`config.mk`:
```
export PLATFORM = sky130hd
export DESIGN_NAME = out_channel_reader
export DESIGN_NICKNAME = d
export VERILOG_FILES = /design/src/rtl/out_channel_pkg.sv /design/src/rtl/out_channel_reader_word_fifo.sv /design/src/rtl/out_channel_reader.sv
export SDC_FILE = /design/constraint.sdc
export NUM_CORES = 1
export LEC_CHECK = 0
export BUFFER_PORTS_ARGS = -buffer_cell sky130_fd_sc_hd__buf_4
export CAP_MARGIN = 20
export CORE_ASPECT_RATIO = 0.7
export CORE_UTILIZATION = 40
export DETAILED_ROUTE_END_ITERATION = 10
export SYNTH_ARGS = -nofsm -noshare
export SYNTH_HDL_FRONTEND = slang
export SYNTH_SLANG_ARGS = --single-unit
```
`constraint.sdc`:
```
create_clock -name clock -period 9.1 [get_ports clock]
set_clock_uncertainty 0.2 [all_clocks]
set_input_delay 2.73 -clock clock [delete_from_list [all_inputs] [get_ports clock]]
set_output_delay 2.73 -clock clock [all_outputs]
set_load 0.05 [all_outputs]
```
`src/rtl/out_channel_pkg.sv`:
```
// Shared types and constants for the program out-channel checker.
package out_channel_pkg;

    localparam int WORD_W = 12;

    typedef logic [WORD_W-1:0] word_t;

    typedef enum logic [1:0] {
        IDLE    = 2'd0,
        COLLECT = 2'd1,
        DRAIN   = 2'd2,
        DONE    = 2'd3
    } state_e;

    localparam word_t BAD_NONE = '1;

    // Index width that stays legal for a single-entry table.
    function automatic int idx_width(input int n);
        return (n > 1) ? $clog2(n) : 1;
    endfunction

endpackage

```
`src/rtl/out_channel_reader_word_fifo.sv`:
```
// Small first-word-fall-through FIFO: read data comes straight from the register array.
module word_fifo #(
    parameter int Width = 12,
    parameter int Depth = 4
) (
    input  logic                     clock,
    input  logic                     resetn,
    input  logic                     flush,
    input  logic                     push,
    input  logic [Width-1:0]         push_data,
    input  logic                     pop,
    output logic [Width-1:0]         pop_data,
    output logic                     full,
    output logic                     empty,
    output logic [$clog2(Depth):0]   count
);

    localparam int AW = $clog2(Depth);
    localparam int CW = AW + 1;

    logic [Width-1:0] mem [Depth];
    logic [AW-1:0]    wr_ptr;
    logic [AW-1:0]    rd_ptr;
    logic             do_push;
    logic             do_pop;

    always_comb begin
        full     = (count == CW'(Depth));
        empty    = (count == '0);
        do_push  = push && !full;
        do_pop   = pop && !empty;
        pop_data = mem[rd_ptr];
    end

    // Pointers wrap naturally because Depth is a power of two.
    always_ff @(posedge clock) begin
        if (!resetn || flush) begin
            wr_ptr <= '0;
            rd_ptr <= '0;
            count  <= '0;
        end else begin
            if (do_push) wr_ptr <= wr_ptr + 1'b1;
            if (do_pop)  rd_ptr <= rd_ptr + 1'b1;
            count <= count + CW'(do_push) - CW'(do_pop);
        end
    end

    always_ff @(posedge clock) begin
        if (do_push) mem[wr_ptr] <= push_data;
    end

endmodule

```
`src/rtl/out_channel_reader.sv`:
```
// Buffers program out-channel words and checks them in order against a preloaded table.
// Optional build macro OUT_CHANNEL_WRAP_EN: compare index wraps modulo NOut.
module out_channel_reader
    import out_channel_pkg::*;
#(
    parameter int MemoryElementWidth = 12,
    parameter int NOut               = 2,
    parameter int FifoDepth          = 4
) (
    input  logic                          clock,
    input  logic                          resetn,
    input  logic                          start,
    input  logic                          exp_we,
    input  logic [idx_width(NOut)-1:0]    exp_addr,
    input  logic [MemoryElementWidth-1:0] exp_data,
    input  logic                          out_valid,
    input  logic [MemoryElementWidth-1:0] out_data,
    output logic                          out_ready,
    input  logic                          hold,
    input  logic                          halt,
    output logic [MemoryElementWidth-1:0] rx_count,
    output logic [MemoryElementWidth-1:0] bad_index,
    output logic                          finished,
    output logic                          success
);

    localparam int IW = idx_width(NOut);
    localparam int CW = $clog2(FifoDepth) + 1;

    typedef logic [MemoryElementWidth-1:0] mword_t;
    localparam mword_t BadNone = '1;

    state_e          state;
    state_e          state_n;
    mword_t          exp_mem [NOut];

    logic            fifo_push;
    logic            fifo_full;
    logic            fifo_empty;
    logic [CW-1:0]   fifo_count;
    logic [CW-1:0]   count_n;
    mword_t          fifo_data;

    logic            cmp_vld_p0;
    logic            cmp_hit_p0;
    logic [IW-1:0]   exp_idx_p0;

    logic            error;
    logic            error_n;
    mword_t          rx_n;
    mword_t          bad_n;
    logic            success_n;

    function automatic mword_t sat_inc(input mword_t v);
        return (v == BadNone) ? v : v + 1'b1;
    endfunction

    word_fifo #(
        .Width (MemoryElementWidth),
        .Depth (FifoDepth)
    ) u_fifo (
        .clock     (clock),
        .resetn    (resetn),
        .flush     (start),
        .push      (fifo_push),
        .push_data (out_data),
        .pop       (cmp_vld_p0),
        .pop_data  (fifo_data),
        .full      (fifo_full),
        .empty     (fifo_empty),
        .count     (fifo_count)
    );

    always_ff @(posedge clock) begin
        if (state == IDLE && exp_we && int'(exp_addr) < NOut) exp_mem[exp_addr] <= exp_data;
    end

    // Stage p0: pop the head word and compare it against its expected entry.
    always_comb begin
        fifo_push  = (state == COLLECT) && out_valid && out_ready && !fifo_full && !start;
        cmp_vld_p0 = (state == COLLECT || state == DRAIN) && !fifo_empty && !hold && !start;
        count_n    = start ? '0 : fifo_count + CW'(fifo_push) - CW'(cmp_vld_p0);
`ifdef OUT_CHANNEL_WRAP_EN
        exp_idx_p0 = IW'(rx_count % mword_t'(NOut));
        cmp_hit_p0 = (fifo_data == exp_mem[exp_idx_p0]);
`else
        exp_idx_p0 = rx_count[IW-1:0];
        cmp_hit_p0 = (rx_count < mword_t'(NOut)) && (fifo_data == exp_mem[exp_idx_p0]);
`endif
    end

    always_comb begin
        rx_n    = rx_count;
        bad_n   = bad_index;
        error_n = error;
        if (start) begin
            rx_n    = '0;
            bad_n   = BadNone;
            error_n = 1'b0;
        end else if (cmp_vld_p0) begin
            rx_n = sat_inc(rx_count);
            if (!cmp_hit_p0) begin
                error_n = 1'b1;
                if (bad_index == BadNone) bad_n = rx_count;
            end
        end
`ifdef OUT_CHANNEL_WRAP_EN
        success_n = !error_n && (rx_n >= mword_t'(NOut));
`else
        success_n = !error_n && (rx_n == mword_t'(NOut));
`endif
    end

    // Leaving COLLECT/DRAIN looks at the post-edge FIFO count so a last-edge pop is honoured.
    always_comb begin
        state_n = state;
        case (state)
            IDLE:    if (start) state_n = COLLECT;
            COLLECT: begin
                if (start)     state_n = COLLECT;
                else if (halt) state_n = (count_n == '0) ? DONE : DRAIN;
            end
            DRAIN: begin
                if (start)                 state_n = COLLECT;
                else if (count_n == '0)    state_n = DONE;
            end
            DONE:    if (start) state_n = COLLECT;
            default: state_n = IDLE;
        endcase
    end

    always_ff @(posedge clock) begin
        if (!resetn) begin
            state     <= IDLE;
            out_ready <= 1'b0;
            rx_count  <= '0;
            bad_index <= BadNone;
            error     <= 1'b0;
            finished  <= 1'b0;
            success   <= 1'b0;
        end else begin
            state     <= state_n;
            out_ready <= (state_n == COLLECT) && (count_n != CW'(FifoDepth));
            rx_count  <= rx_n;
            bad_index <= bad_n;
            error     <= error_n;
            finished  <= (state_n == DONE);
            if (state_n != DONE)    success <= 1'b0;
            else if (state != DONE) success <= success_n;
        end
    end

endmodule

```
# ---- After elaboration in Yosys (flattened, before gate mapping)
# Memory sizes are Yosys's and may differ from the RTL's. A register that Yosys moved wholly into a read port is not among the register bits.
# Index checks and enable logic that the tools add are counted.
dict set report op_classes {
  addsub 7
  magnitude_cmp 1
  n_eq_ne 13
  muxes 21
  n_bitwise 2
  reduce_logical 28
}
# cell count
set op_table {}
lappend op_table {{two-way mux 12 bit} 3}
lappend op_table {{equality test 12 bit, second input constant} 2}
lappend op_table {{two-way mux 2 bit} 7}
lappend op_table {{logical AND 1 bit} 13}
lappend op_table {{adder 12 x 1 -> 12 bit, second input constant} 1}
lappend op_table {{equality test 12 bit} 1}
lappend op_table {{equality test 12 x 2 -> 1 bit, second input constant} 1}
lappend op_table {{less-than comparator 12 x 2 -> 1 bit, second input constant} 1}
lappend op_table {{two-way mux 1 bit} 9}
lappend op_table {{adder 3 x 1 -> 3 bit} 2}
lappend op_table {{equality test 2 bit, second input constant} 3}
lappend op_table {{zero test 1 bit} 6}
lappend op_table {{zero test 3 bit} 2}
lappend op_table {{one-hot mux 2 bit (3 select lines)} 1}
lappend op_table {{OR reduction 2 bit} 3}
lappend op_table {{subtractor 3 x 1 -> 3 bit} 2}
lappend op_table {{adder 2 x 1 -> 2 bit, second input constant} 2}
lappend op_table {{equality test 2 x 1 -> 1 bit, second input constant} 2}
lappend op_table {{inequality test 2 bit, second input constant} 2}
lappend op_table {{equality test 3 bit, second input constant} 1}
lappend op_table {{two-way mux 3 bit} 1}
lappend op_table {{inequality test 3 bit, second input constant} 1}
lappend op_table {{AND reduction 3 bit} 1}
lappend op_table {{zero test 2 bit} 1}
lappend op_table {{2 further kinds} 4}
dict set report word_totals {
  regBits 37
  mem_bits_rw 72
  input_bits 32
  wordCells 84
  n_memories 2
}
# name words word_bits read_ports rd_clocked_by_memory_dff write_ports line
set mem_list {}
lappend mem_list {u_fifo.mem 4 12 1 1 1 out_channel_reader_word_fifo.sv:21} ;# logic [Width-1:0] mem [Depth];
lappend mem_list {exp_mem 2 12 1 1 1 out_channel_reader.sv:35} ;# mword_t exp_mem [NOut];

# ---- Depth between registers and ports, before layout
# Gate-level depths: netlist of run 1.
dict set report depth {
  ltp_word 15
  mapped_depth 16
  ltp_nobuf 15
}

# ---- Modules after synthesis
# From an unflattened synthesis of run 1, not the netlist that was laid out.
dict set report hier_totals {
  hier_cells 366
  hier_area_um2 4914.7
}
# mod instances cells_each area_each_um2
set by_module_without_submodules {}
lappend by_module_without_submodules {out_channel_reader 1 252 2701.3}
lappend by_module_without_submodules {word_fifo 1 114 2213.4}

# ---- Worst setup path after synthesis of run 1
# OpenSTA, ideal clock, no wires.
dict set report synth_timing {
  path_kind {input-to-reg}
  start {input hold}
  end {register success}
  setup_time_ns 0.070
  arrival_ns 5.139
  required_ns 8.830
  setup_slack_ns 3.691
  stages 13
  path_cell_list {or3b_1 or2_1 buf_6 inv_1 ha_1 inv_1 ha_1 fa_1 nor3_1 a211o_1 o221ai_1 nor2_1 a21boi_1}
}
dict set report synth_via {
  elab_chain_len 12
  elab_cells_between_ends 21
  classes_between {add/sub: 1; eq/ne: 2; mux: 11; reduce/logical: 7}
}
# element line
set synth_rtl {}
lappend synth_rtl {{from (decl)} out_channel_reader.sv:19} ;# input logic hold,
lappend synth_rtl {{zero test 1 bit (*)} out_channel_reader.sv:81} ;# cmp_vld_p0 = (state == COLLECT || state == DRAIN) && !fifo_empty && !hold && !start;
lappend synth_rtl {{logical AND 1 bit (*) (2 in series)} out_channel_reader.sv:81}
lappend synth_rtl {{subtractor 3 x 1 -> 3 bit} out_channel_reader.sv:82} ;# count_n = start ? '0 : fifo_count + CW'(fifo_push) - CW'(cmp_vld_p0);
lappend synth_rtl {{two-way mux 3 bit} out_channel_reader.sv:82}
lappend synth_rtl {{zero test 3 bit} {out_channel_reader.sv:121, out_channel_reader.sv:125}}
lappend synth_rtl {{two-way mux 1 bit} out_channel_reader.sv:121} ;# else if (halt) state_n = (count_n == '0) ? DONE : DRAIN;
lappend synth_rtl {{two-way mux 2 bit} out_channel_reader.sv:121}
lappend synth_rtl {{two-way mux 2 bit} out_channel_reader.sv:120} ;# if (start) state_n = COLLECT;
lappend synth_rtl {{one-hot mux 2 bit (3 select lines)} out_channel_reader.sv:117} ;# case (state)
lappend synth_rtl {{inequality test 2 bit} out_channel_reader.sv:148} ;# if (state_n != DONE) success <= 1'b0;
lappend synth_rtl {{OR reduction 2 bit (no line)} -}
lappend synth_rtl {{to (signal assigned)} out_channel_reader.sv:149} ;# else if (state != DONE) success <= success_n;
lappend synth_rtl {{to (decl)} out_channel_reader.sv:24} ;# output logic success
# Mark *: on every way between the ends. The rest lies on a longest branch, timed or not.
# A chain may end at the register's enable or synchronous reset.

# ---- Final worst setup path of run 1
dict set report layout_timing {
  start {input start}
  end {register success}
}
dict set report layout_via {
  elab_chain_len 12
  elab_cells_between_ends 23
  classes_between {add/sub: 2; eq/ne: 2; mux: 12; reduce/logical: 7}
}
# element line
set layout_rtl {}
lappend layout_rtl {{from (decl)} out_channel_reader.sv:12} ;# input logic start,
lappend layout_rtl {{zero test 1 bit} {out_channel_reader.sv:80, out_channel_reader.sv:81}}
lappend layout_rtl {{logical AND 1 bit} out_channel_reader.sv:80} ;# fifo_push = (state == COLLECT) && out_valid && out_ready && !fifo_full && !start;
lappend layout_rtl {{adder 3 x 1 -> 3 bit} out_channel_reader.sv:82}
lappend layout_rtl {{subtractor 3 x 1 -> 3 bit} out_channel_reader.sv:82}
lappend layout_rtl {{two-way mux 3 bit} out_channel_reader.sv:82}
lappend layout_rtl {{zero test 3 bit} {out_channel_reader.sv:121, out_channel_reader.sv:125}}
lappend layout_rtl {{two-way mux 1 bit} out_channel_reader.sv:121}
lappend layout_rtl {{two-way mux 2 bit} out_channel_reader.sv:121}
lappend layout_rtl {{two-way mux 2 bit} out_channel_reader.sv:120}
lappend layout_rtl {{one-hot mux 2 bit (3 select lines)} out_channel_reader.sv:117}
lappend layout_rtl {{inequality test 2 bit} out_channel_reader.sv:148}
lappend layout_rtl {{OR reduction 2 bit (no line)} -}
# Several ways; a longest one is shown, not always the timed one.

==> results of run 1 <==
[synth_stat cells (2+ instances only)]
cell / count
sky130_fd_sc_hd__nor2_1: 28
sky130_fd_sc_hd__nand2b_1: 3
sky130_fd_sc_hd__nand3_1: 9
sky130_fd_sc_hd__edfxtp_1: 72
sky130_fd_sc_hd__nor2b_1: 3
sky130_fd_sc_hd__o22a_1: 13
sky130_fd_sc_hd__or4_1: 2
sky130_fd_sc_hd__clkbuf_1: 6
sky130_fd_sc_hd__fa_1: 2
sky130_fd_sc_hd__buf_4: 2
sky130_fd_sc_hd__ha_1: 14
sky130_fd_sc_hd__a21oi_1: 8
sky130_fd_sc_hd__xor2_1: 12
sky130_fd_sc_hd__nor4_1: 4
sky130_fd_sc_hd__a31oi_1: 2
sky130_fd_sc_hd__and2_1: 8
sky130_fd_sc_hd__inv_1: 12
sky130_fd_sc_hd__dfxtp_1: 40
sky130_fd_sc_hd__nor4_2: 2
sky130_fd_sc_hd__a211o_1: 2
sky130_fd_sc_hd__nor3_1: 6
sky130_fd_sc_hd__buf_2: 5
sky130_fd_sc_hd__buf_6: 2
sky130_fd_sc_hd__mux4_1: 11
sky130_fd_sc_hd__nand4_1: 10
sky130_fd_sc_hd__and3_1: 6
sky130_fd_sc_hd__nand2_1: 12
sky130_fd_sc_hd__or3_1: 2
sky130_fd_sc_hd__xnor2_1: 13
sky130_fd_sc_hd__mux2i_1: 15
[cell families after synthesis]
kind of cell               after synthesis  synth area share, %
DFF                                    112                 61.0
and+or+nand+nor                        104                 11.8
AOI/OAI and AO/OA                       37                 5.72
buffers and inverters                   29                 2.83
muxes                                   28                 9.74
xor gates and xnor gates                25                 4.51
adders and majority gates               16                 4.43
[power breakdown]
part           total, mW  internal (mW)  switching [mW]
combinational     0.0761         0.0321          0.0439
sequential         0.563          0.556         0.00623
clock              0.412          0.223           0.189
[worst min-delay path, cell delays in order (launching register included)]
cell and delay, ns:
sky130_fd_sc_hd__dfxtp_1 0.32, sky130_fd_sc_hd__nand2_1 0.06, sky130_fd_sc_hd__a21boi_1 0.05
[final timing paths]
path | end | slack (ns)
max | success | 3.68
min | success | 0.27
max reg2reg | success | 5.34
min reg2reg | success | 0.27
[placed cells by master (no fill, tap or decap), types with 3 or more instances in the layout]
| cell type | count |
|---|---|
| sky130_fd_sc_hd__nand4_1 | 10 |
| sky130_fd_sc_hd__a21oi_1 | 8 |
| sky130_fd_sc_hd__inv_8 | 3 |
| sky130_fd_sc_hd__nor2b_1 | 3 |
| sky130_fd_sc_hd__mux4_1 | 11 |
| sky130_fd_sc_hd__xnor2_1 | 13 |
| sky130_fd_sc_hd__nand2b_1 | 3 |
| sky130_fd_sc_hd__ha_1 | 14 |
| sky130_fd_sc_hd__xor2_1 | 12 |
| sky130_fd_sc_hd__and3_1 | 6 |
| sky130_fd_sc_hd__buf_4 | 60 |
| sky130_fd_sc_hd__inv_1 | 12 |
| sky130_fd_sc_hd__nand2_1 | 12 |
| sky130_fd_sc_hd__edfxtp_1 | 72 |
| sky130_fd_sc_hd__clkbuf_16 | 9 |
| sky130_fd_sc_hd__mux2i_1 | 15 |
| sky130_fd_sc_hd__nor4_1 | 4 |
| sky130_fd_sc_hd__dfxtp_1 | 40 |
| sky130_fd_sc_hd__nor2_1 | 28 |
| sky130_fd_sc_hd__o22a_1 | 13 |
| sky130_fd_sc_hd__nand3_1 | 9 |
| sky130_fd_sc_hd__nor3_1 | 6 |
| sky130_fd_sc_hd__and2_1 | 8 |
[per-stage QoR]
step / area [um2] / std cells
finish: 5740 / 568
detailed placement: 5420 / 552
floorplan: 4860 / 351
global placement: 5420 / 552
global route: 5740 / 568
CTS: 5740 / 568
[final cells by class]
class / count / area [um2] / share of cell area [%]
sequential: 112 / 2960 / 51.6
multi-input combinational: 210 / 1760 / 30.6
timing repair buffer: 60 / 450 / 7.85
clock buffer: 9 / 225 / 3.92
tap: 157 / 196 / 3.42
clock inverter: 7 / 97.6 / 1.70
inverter: 13 / 48.8 / 0.850
[routing by layer]
layer / track usage (%) / share of wire [%] / vias up
li1: - / - / 1423
met1: 21.9 / 50 / 1383
met2: 22.3 / 44 / 58
met3: 3.78 / 3.9 / 9
met4: 5.21 / 1.3 / 0
met5: 0 / 0 / -
[registers in the layout, summed over array words and instances (netlist names), named ones only]
name / flops
out_ready: 1
u_fifo.mem: 48
finished: 1
rx_count: 12
bad_index: 12
exp_mem: 24
u_fifo.count: 3
state: 2
error: 1
u_fifo.rd_ptr: 2
u_fifo.wr_ptr: 2
success: 1
==> run summary, run 1 <==
For this run, design rule violations remaining after detail routing come to 0. The tree is rooted in a sky130_fd_sc_hd__clkbuf_16. The share of post-route cells with drive strength above 1 came out at 20.4%.

The number of gates resized after CTS came out at 0. The pin slew with the least headroom to its limit is approximately 0.68 ns. The ratio of routed vias to standard cells came out at 5.06. The number of ports placed on the die boundary is 59. The TritonCTS sink count came out at approximately 110. STA puts the critical path data required time at 9.18 ns.

The number of rows in the core area came out at 33. The initial antenna violation count came out at 0. Yosys mapped the design onto 55 distinct sky130hd cell types. The number of global-route vias before repair is ~2,700. The violation count after the first detailed-route iteration is around 220. The worst setup margin is roughly 3.7 ns.

The worst setup path is of the primary input to flop kind. Hold repair after CTS inserted 0 buffers. The worst-case IR drop observed on VDD is between 0.1 and 0.15 mV. The arrival time of the worst setup path came out at between 5 and 6 ns. The total die area is about 0.013 mm2. The global route total overflow came out at 0. The sequential fraction of the synthesis area is 61.0%. The average detailed-routed wire length per instance is 16.1 um. Once the floorplan was initialized, standard cells occupied 41.3% of the core.

The power density over the cells came out at between 150 and 200 mW/mm2. The number of gates on the worst path with buffers counted is 13. Traced cell by cell, the critical path runs through buf_4 -> or3b_1 -> or2_1 -> inv_1 -> ha_1 -> inv_1 -> ha_1 -> fa_1 -> nor3_1 -> a211o_1 -> o221ai_1 -> nor2_1 -> a21boi_1.

The level count of the clock H-tree is 3. The period utilization is a little under 60%. Power comes to around 1.1 mW.

In this run the worst hold path is classified as flop to flop. The final max-slew violation count was 0. The number of enable flip-flop cells after synthesis is between 70 and 80. Measured along the y axis, the die boundary spans 94.2 um. The peak fanout along the critical path came out at 11. The HPWL after detailed placement is ~6500 um. The post-synthesis async set-or-reset flop share came out at 0%. The setup TNS is 0 ns.

The CTS clock-pin slew for the worst setup and hold paths came out at roughly 0.08 ns. The largest single stage delay on the critical path is ~0.43 ns. Synthesis inferred about 110 register bits.

The diode insertion count for antenna repair came out at 0. For this run, the number of Yosys warnings is 0. The top cell type by area accounts for ~45% of the synthesized area. The launching element of the worst setup path is start. Setup repair after global routing left no endpoint under its margin. The worst hold path was traced through 2 stages. Sorting the synthesized cells by area gives the leading types as sky130_fd_sc_hd__edfxtp_1 (45%), sky130_fd_sc_hd__dfxtp_1 (16%), sky130_fd_sc_hd__mux4_1 (6.0%). Grouping stages by cell kind, the critical path spends the most delay in simple AND/OR/NAND/NOR gates.

The post-synthesis average cell area is 13.8 um2. The count of endpoints failing setup in the final report came out at 0. The detail route stage leaves a number of antenna-violating nets equal to 0. Global routing used between 10% and 20% of the available tracks across all layers.

The quantity of I/O buffers inserted on ports came out at 58. The leakage power figure came out at 2.07 nW. After the last flow step, the layout net total stands at between 400 and 500.

The count of fill cells added during filler insertion came out at 1,034. In this run the critical register-to-register path is launched from state[0]. The logic depth of the worst register-to-register path came out at 14.

The slowest stage cell on the critical path is sky130_fd_sc_hd__fa_1. The post-synthesis net count came out at 399. For this block, the via count after detailed routing is roughly 2,900. The biggest area contributor in the post-synthesis netlist is sky130_fd_sc_hd__edfxtp_1.

The die extent in x is ~130 um. The number of optimization iterations in the first detailed-route pass is 4. Counting the buffers created by CTS gives 9. Counting I/O delays and the setup requirement, the final critical path takes ~5.4 ns. STA classifies the critical path endpoint as a flop. The placer congestion estimate came out at a little under 0.8. The number of buffer and inverter stages on the critical path came out at 3.

The largest net degree at the start of global routing came out at 35. In this run the most critical hold path is launched from success. The setup fix buffers added after clock tree synthesis is 0. The tool flagged a number of max-cap violations equal to 0. The flow ran to the end, and the final reports show no timing, DRC or antenna violations. TritonCTS built the clock tree. The sum of routed wire length over all layers is ~9000 um. The post-synthesis cell area came out at roughly 0.005 mm2. The worst slack after detailed placement came out at ~3.3 ns. The first-pass GRT wire length is 14,400 um. The cell count after synthesis came out at 351.

The clock latency on the worst-skew pair came out at between 0.3 and 0.4 ns. The number of buffers between clock root and the deepest sink came out at 2. In the synthesized netlist the dominant register cell turns out to be sky130_fd_sc_hd__edfxtp_1. Cells fill about half of the core in the end. The total core area is ~0.012 mm2. The worst hold margin came out at between 0.2 and 0.3 ns. The worst max-slew margin expressed relative to the limit is 54.8%.

The highest achievable clock rate is approximately 180 MHz. The area added between synthesis and finish came out at 18.1%. The worst setup path is launched from a primary input. The number of hold violations in the final report is 0.
Power figures use the tool's default switching activity.
==> run 2, diff against run 1 <==
==> constraint.sdc (replaced) <==
create_clock -name clock -period 4.8 [get_ports clock]
set_clock_uncertainty 0.2 [all_clocks]
set_input_delay 1.44 -clock clock [delete_from_list [all_inputs] [get_ports clock]]
set_output_delay 1.44 -clock clock [all_outputs]
set_load 0.05 [all_outputs]
==> run summary, run 2 (synthesis gave the netlist of run 1 again) <==
The global-route total usage across every layer came out at 15.2% (about the same). The average detailed-routed wire length per instance came out at 16.1 um (-0.25%). The number of optimization iterations in the first detailed-route pass is 4 (unchanged). The data required time of the critical path came out at 4.88 ns (-4.30 ns). The element type at the critical path start is a primary input. The violation count after the first detailed-route iteration came out at 165 (-25%). The clock share of power is 38.3% (-0.9 points). The number of buffers between clock root and the deepest sink came out at 2 (unchanged). The number of rows in the core area is 33 (unchanged). The total number of vias is 2,914 (+1.4%). The number of CTS-inserted buffers came out at 9 (unchanged). The library cells used most frequently in the layout, excluding fill and tap cells, are sky130_fd_sc_hd__edfxtp_1 (72), sky130_fd_sc_hd__buf_4 (60), sky130_fd_sc_hd__dfxtp_1 (40). The number of buffers inserted for hold repair after clock tree synthesis is 0 (unchanged). The total core area came out at 0.0118 mm2 (unchanged). The CTS tree is built. Of the available clock period, the critical path in the final layout requires between 80 and 90%. The worst setup margin was 0.653 ns (-3.03 ns). The most common cell after layout, fill and taps aside is sky130_fd_sc_hd__edfxtp_1. The clock latency on the worst-skew pair is 0.34 ns (about the same). The count of fill cells added during filler insertion came out at 1,044 (+0.97%). The effective utilization at floorplan is 41.3% (unchanged). The layer with the highest usage is met2.

The TritonCTS sink count is 112 (unchanged). Walking the worst path, the cells encountered are buf_4 -> or3b_1 -> or2_1 -> inv_1 -> ha_1 -> inv_1 -> ha_1 -> fa_1 -> nor3_1 -> a211o_1 -> o221ai_1 -> nor2_1 -> a21boi_1. Counting I/O delays and the setup requirement, the final critical path takes between 4 and 5 ns. The arrival time of the worst setup path is 4.23 ns (-1.27 ns). The quantity of I/O buffers inserted on ports is 58 (unchanged).

The number of nets in the layout is 454 (unchanged). The initial antenna violation count came to 0 (unchanged). The leakage power figure came out at 2.06 nW (-0.51%). The total area of sequential cells is 0.00296 mm2 (unchanged). The level count of the clock H-tree came to 3 (unchanged). The CTS clock-pin slew for the worst setup and hold paths is 0.07 ns (about the same). The flow ran to the end, and the final reports show no timing, DRC or antenna violations. The total die area is 0.0126 mm2 (unchanged).

The count of endpoints failing setup in the final report came out at 0 (unchanged). The number of hold violations in the final report is 0 (unchanged). The pin slew with the least headroom to its limit is 0.699 ns (+0.0222 ns). The net switching component of the power was 433 uW (+81%). The proportion of total power due to net switching was 22.1% (-0.66 points). The number of global-route vias before repair came out at 2,717 (+1.5%). The largest net degree at the start of global routing came out at 35 (unchanged). The internal power component came out at 1.53 mW (+88%).

The max-cap check violation count came out at 0 (unchanged). The number of ports placed on the die boundary came out at 59 (unchanged). The worst max-slew margin expressed relative to the limit is 53.3% (-1.5 points).

The placer congestion estimate is 0.772 (about the same). The worst slack after detailed placement is 0.267 ns (-3.04 ns). The setup fix buffers added after clock tree synthesis is 0 (unchanged).

The total power consumption of the routed design came out at 1.96 mW (+87%). The area added between synthesis and finish came out at 17.7%. The diode insertion count for antenna repair is 0 (unchanged).

The first-pass GRT wire length is 14,200 um (-0.86%). The largest registers in the layout are u_fifo.mem x48, exp_mem x24. The most critical setup path has its startpoint at start. The maximum cell stage delay along the critical path is 0.43 ns (about the same). The global route total overflow came out at 0 (unchanged). The share of post-route cells with drive strength above 1 was 20.0% (-0.49 points). The tightest min-delay check is of the flop to flop type. The critical register-to-register path startpoint is state[0]. The ratio of routed vias to standard cells is 5.13 (+1.4%). The power share of the sequential group is 54.4% (+0.8 points). The fraction of met2 tracks used by global routing is 22.7% (+0.39 points). The number of flip-flops in the largest register came out at 48 (unchanged). Setup repair after global routing left no endpoint under its margin. The die extent in x came out at 134 um (unchanged). By startpoint and endpoint, the worst setup path is classified as primary input to flop.

The startpoint identified for the worst hold timing path is success. The register with the most flip-flops in the final layout is u_fifo.mem. The number of nets with antenna violations after detailed routing came out at 0 (unchanged).

The sum of routed wire length over all layers is 9130 um (-0.25%). The highest achievable clock rate came out at around 240 MHz. The slowest stage cell on the critical path is sky130_fd_sc_hd__fa_1. The final max-slew violation count is 0 (unchanged). The area of the multi-input gates came out at 0.00176 mm2 (unchanged). The peak fanout along the critical path is 11 (unchanged).

The met3 usage in global routing came out at 4.31% (+0.54 points). The cell chosen for the clock root is sky130_fd_sc_hd__clkbuf_16. STA classifies the critical path endpoint as a flop.

The residual DRC count is 0 (unchanged). The proportion of power drawn by combinational gates is 7.3% (about the same). The highest ir drop seen on vdd is 0.191 mV (+74%).

The floorplan die height is 94.2 um (unchanged). The power density over the cells came out at 343 mW/mm2 (+87%). The estimated wirelength of the detail-placed design was 6420 um (-0.92%). The number of gates resized after CTS came to 0 (unchanged).

The setup TNS is 0 ns (unchanged). The met1 track demand over resource in global routing is 21.2% (-0.69 points).
[run 2: final cells by class]
| cell class | instances | share of cell area [%] |
|---|---|---|
| multi-input combinational | 210 | 30.7 |
| tap | 157 | 3.44 |
| timing repair buffer | 60 | 7.88 |
| sequential | 112 | 51.8 |
| clock inverter | 7 | 1.31 |
| clock buffer | 9 | 3.94 |
| inverter | 13 | 0.854 |
[run 2: critical path, delay by kind of cell]
| kind | cells | cell delay, ns |
|---|---|---|
| compound gates | 3 | 0.48 |
| buf+inv | 3 | 0.30 |
| simple gates | 4 | 1.22 |
| fa+ha+maj | 3 | 0.79 |
[run 2: layer usage]
layer,vias to the layer above,wire [um]
li1,1429,-
met1,1413,4540
met2,61,3960
met3,11,479
met4,0,140
met5,-,0
[run 2: final timing paths]
| path | depth (start not counted) | slack (ns) | to |
|---|---|---|---|
| max | 13 | 0.65 | success |
| min | 2 | 0.27 | success |
| max reg2reg | 14 | 1.04 | success |
| min reg2reg | 2 | 0.27 | success |
[run 2: stage by stage]
| step | utilization, % | area, um2 | cells | hold WS (ns) |
|---|---|---|---|---|
| final | 48.6 | 5720 | 568 | 0.267 |
| after global routing | 48.6 | 5720 | 568 | 0.287 |
| after CTS | 48.6 | 5720 | 568 | 0.272 |
| after detailed placement | 46.0 | 5420 | 552 | 0.262 |
| after global placement | 46.0 | 5420 | 552 | 0.256 |
| after floorplan | - | 4860 | 351 | 0.285 |
[run 2: power by group through the flow]
stage | logic (mW) | clock network [mW] | registers (mW)
finish | 0.143 | 0.750 | 1.07
global route | 0.159 | 0.806 | 1.07
CTS | 0.145 | 0.769 | 1.07
detailed placement | 0.145 | 0 | 1.09
global placement | 0.142 | 0 | 1.09
floorplan | 0.0767 | 0 | 1.10
==> run 3, diff against run 2 <==
--- a/config.mk
+++ b/config.mk
@@ -5,6 +5,7 @@
 export SDC_FILE = /design/constraint.sdc
 export NUM_CORES = 1
 export LEC_CHECK = 0
+export ABC_AREA = 1
 export BUFFER_PORTS_ARGS = -buffer_cell sky130_fd_sc_hd__buf_4
 export CAP_MARGIN = 20
 export CORE_ASPECT_RATIO = 0.7
==> run summary, run 3 <==
Setup repair after global routing left no endpoint under its margin. The non-filler instance count after layout is 788 (+39%). CTS placed an instance of sky130_fd_sc_hd__clkbuf_16 at the clock tree root. For this run, the leading register cell type out of synthesis is sky130_fd_sc_hd__edfxtp_1. The final max-slew violation count came to 0 (unchanged). The number of standard cells after synthesis was 560 (+60%). The number of enable flip-flop cells after synthesis came out at 72 (unchanged). The number of hold violations in the final report came out at 0 (unchanged).

The worst hold path belongs to the class flop to flop. The effective utilization at floorplan was 41.2% (-0.12 points). The number of gates resized after CTS came out at 0 (unchanged). The average detailed-routed wire length per instance came to 13.7 um (-15%). The diode insertion count for antenna repair came to 0 (unchanged). The count of state elements after synthesis came out at 112 (unchanged). The largest net degree at the start of global routing is 26 (-26%). The total instance count after detailed placement is 771 (+40%). The number of flip-flops in the largest register came out at 48 (unchanged).

The area added between synthesis and finish came out at 17.5%. The pin slew with the least headroom to its limit is 1.01 ns (+0.311 ns). The global-route total usage across every layer is 17.5% (+2.3 points). The synthesis warning total is 0 (unchanged). The flow ran to the end, and the final reports show no timing, DRC or antenna violations.

The count of endpoints failing setup in the final report came out at 0 (unchanged). The global route total overflow is 0 (unchanged). The cell family contributing the most delay on the critical path is simple AND/OR/NAND/NOR gates. The setup TNS was 0 ns (unchanged).

The period utilization is 74.0% (-12 points). The largest registers in the layout are u_fifo.mem x48, exp_mem x24. The leakage power figure came out at 2.53 nW (+23%). The total number of vias is 3,804 (+31%). The number of optimization iterations in the first detailed-route pass is 5 (+1).

The count of fill cells added during filler insertion is 1,168 (+12%). The highest achievable clock rate was 282 MHz (+17%). The number of nets in the layout came out at 669 (+47%). The post-synthesis average cell area came out at 9.13 um2 (-34%).

The max-cap check violation count came out at 0 (unchanged). The shortest clock period the worst path allows after layout is 3.55 ns (-0.597 ns). The TritonCTS sink count is 112 (unchanged). The cell type with the highest aggregate area in the netlist is sky130_fd_sc_hd__edfxtp_1.

The worst slack after detailed placement is 0.901 ns (+0.634 ns). The total core area came out at 0.0124 mm2 (+5.6%). The number of buffers between clock root and the deepest sink is 2 (unchanged). The number of gates on the worst path with buffers counted is 17 (+4). The CTS clock-pin slew for the worst setup and hold paths is 0.07 ns (about the same). The total die area came out at 0.0132 mm2 (+5.2%). The worst hold path cell count came to 2 (unchanged). The library cell used most frequently in the layout, excluding fill and tap cells, is sky130_fd_sc_hd__nand2_1.

The ratio of routed vias to standard cells is 4.83 (-5.9%). The number of ports placed on the die boundary is 59 (unchanged). The worst setup margin was 1.25 ns (+0.597 ns). The maximum cell stage delay along the critical path came out at 0.42 ns (about the same). Among all stages on the critical path, the largest delay is contributed by sky130_fd_sc_hd__fa_1. By count the netlist is led by sky130_fd_sc_hd__nand2_1 (158), sky130_fd_sc_hd__edfxtp_1 (72), sky130_fd_sc_hd__inv_1 (66). The power density over the cells is 330 mW/mm2 (-3.8%). The initial antenna violation count is 0 (unchanged). The peak fanout along the critical path came out at 15 (+4). The share of post-route cells with drive strength above 1 was 14.1% (-5.9 points). TritonCTS built the clock tree. The worst max-slew margin expressed relative to the limit is 32.4% (-21 points). The placer congestion estimate is 0.861 (+12%).

The post-synthesis async set-or-reset flop share came out at 0% (unchanged). The worst setup path is of the primary input to flop kind. The worst setup path is captured at a flop. The proportion of netlist area held by the largest area contributor was 42.3% (-2.2 points). In the layout the commonest cells are sky130_fd_sc_hd__nand2_1 (158), sky130_fd_sc_hd__edfxtp_1 (72), sky130_fd_sc_hd__inv_1 (66). The signal on the critical path passes through buf_4 -> nor2_1 -> nand2_1 -> nor2_1 -> ha_1 -> inv_1 -> ha_1 -> fa_1 -> nor2_1 -> nand2_1 -> nand2_1 -> nand2_1 -> o211ai_1 -> nand2_1 -> nor2_1 -> nand2_1 -> a21oi_1. The die extent in x is 137 um (+2.6%). The clock latency on the worst-skew pair is 0.35 ns (about the same). Counting flops per register, the top entry is u_fifo.mem. The setup fix buffers added after clock tree synthesis is 0 (unchanged). The estimated wirelength of the detail-placed design came out at 7810 um (+22%). The data required time of the critical path came out at 4.89 ns (about the same). The post-synthesis net count is 608 (+52%). In the post-synthesis netlist, the biggest area contributors are sky130_fd_sc_hd__edfxtp_1 (42%), sky130_fd_sc_hd__dfxtp_1 (16%), sky130_fd_sc_hd__nand2_1 (12%). The number of CTS-inserted buffers is 9 (unchanged). The residual DRC count is 0 (unchanged). sky130_fd_sc_hd__nand2_1 is the most common cell in the netlist. The floorplan die height is 96.6 um (+2.5%). The first-pass GRT wire length came out at 17,300 um (+21%). The arrival time of the worst setup path came out at 3.64 ns (-0.59 ns).

The number of buffer and inverter stages on the critical path came out at 2 (-1). The level count of the clock H-tree is 3 (unchanged). The sum of routed wire length over all layers is 10,800 um (+18%). STA classifies the critical path startpoint as a primary input. The logic depth of the worst register-to-register path is 17 (+3). The quantity of I/O buffers inserted on ports is 58 (unchanged). The number of distinct library cells after synthesis is 34 (-38%). The number of rows in the core area came out at 34 (+3.0%). The highest ir drop seen on vdd came out at 0.159 mV (-17%). The violation count after the first detailed-route iteration is 229 (+39%). In this design, the critical path's most frequently occurring cell is sky130_fd_sc_hd__nand2_1. The post-synthesis cell area is 0.00511 mm2 (+5.3%).

The sequential fraction of the synthesis area is 58.0% (-3.0 points). The number of buffers inserted for hold repair after clock tree synthesis is 0 (unchanged). The number of nets with antenna violations after detailed routing is 0 (unchanged). The number of global-route vias before repair came to 3,332 (+23%).
-- run 3: cell count changes after synthesis, sizes merged, moves of 15 or more --
| cell | change |
|---|---|
| o21ai | +31 |
| nand3 | +44 |
| mux2i | -15 |
| nand2 | +148 |
| nor2 | +27 |
| inv | +54 |
-- run 3: kinds of logic after synthesis --
| kind of cell | share of synthesized area [%] |
|---|---|
| xor+xnor | 1.03 |
| fa+ha+maj | 4.21 |
| simple gates | 23.6 |
| compound gates | 6.00 |
| flops | 58.0 |
| buf+inv | 7.24 |
-- run 3: final timing paths --
kind | start | to | slack (ns)
worst max-delay path | start | success | 1.25
worst min register to register | success | success | 0.25
worst min-delay path | success | success | 0.25
worst max register to register | state[0] | success | 1.71
-- run 3: area by class of cell --
class	count	area [um2]	area share (%)
well taps	162	203	3.37
repair buffers	65	488	8.12
multi-input cells	364	1780	29.6
clock inverters	7	88.8	1.48
inverters	69	262	4.35
clock buffers	9	225	3.75
flip-flops and latches	112	2960	49.3
-- run 3: worst reg2reg max path: stages, from the launching register on --
cell	delay (ns)
sky130_fd_sc_hd__dfxtp_1	0.42
sky130_fd_sc_hd__inv_1	0.12
sky130_fd_sc_hd__ha_1	0.33
sky130_fd_sc_hd__nand2_1	0.11
sky130_fd_sc_hd__nor2_1	0.06
sky130_fd_sc_hd__ha_1	0.27
sky130_fd_sc_hd__inv_1	0.04
sky130_fd_sc_hd__ha_1	0.18
sky130_fd_sc_hd__fa_1	0.37
sky130_fd_sc_hd__xor2_1	0.19
sky130_fd_sc_hd__nand2_1	0.07
sky130_fd_sc_hd__nand2_1	0.08
sky130_fd_sc_hd__nand2_1	0.08
sky130_fd_sc_hd__o211ai_1	0.09
sky130_fd_sc_hd__nand2_1	0.09
sky130_fd_sc_hd__nor2_1	0.14
sky130_fd_sc_hd__nand2_1	0.09
sky130_fd_sc_hd__a21oi_1	0.10
-- run 3: metrics by stage --
step | hold WS, ns | area [um2] | total power, mW | utilization [%]
final | 0.254 | 6010 | 1.98 | 48.4
after global routing | 0.295 | 6010 | 2.07 | 48.4
after CTS | 0.257 | 6000 | 2.00 | 48.3
after detailed placement | 0.247 | 5690 | 1.24 | 45.8
after global placement | 0.246 | 5690 | 1.23 | 45.8
after floorplan | 0.236 | 5110 | 1.17 | -
-- run 3: metal layers --
metal | vias up | wire length [um] | global-route usage [%]
li1 | 1964 | - | -
met1 | 1738 | 5700 | 27.0
met2 | 92 | 4450 | 24.4
met3 | 10 | 525 | 3.65
met4 | 0 | 112 | 4.76
met5 | - | 0 | 0
-- run 3: power by group --
group / switching, mW / internal, mW / total, mW
clock network: 0.349 / 0.416 / 0.766
registers: 0.0109 / 1.05 / 1.07
logic: 0.0964 / 0.0532 / 0.150
total: 0.457 / 1.52 / 1.98
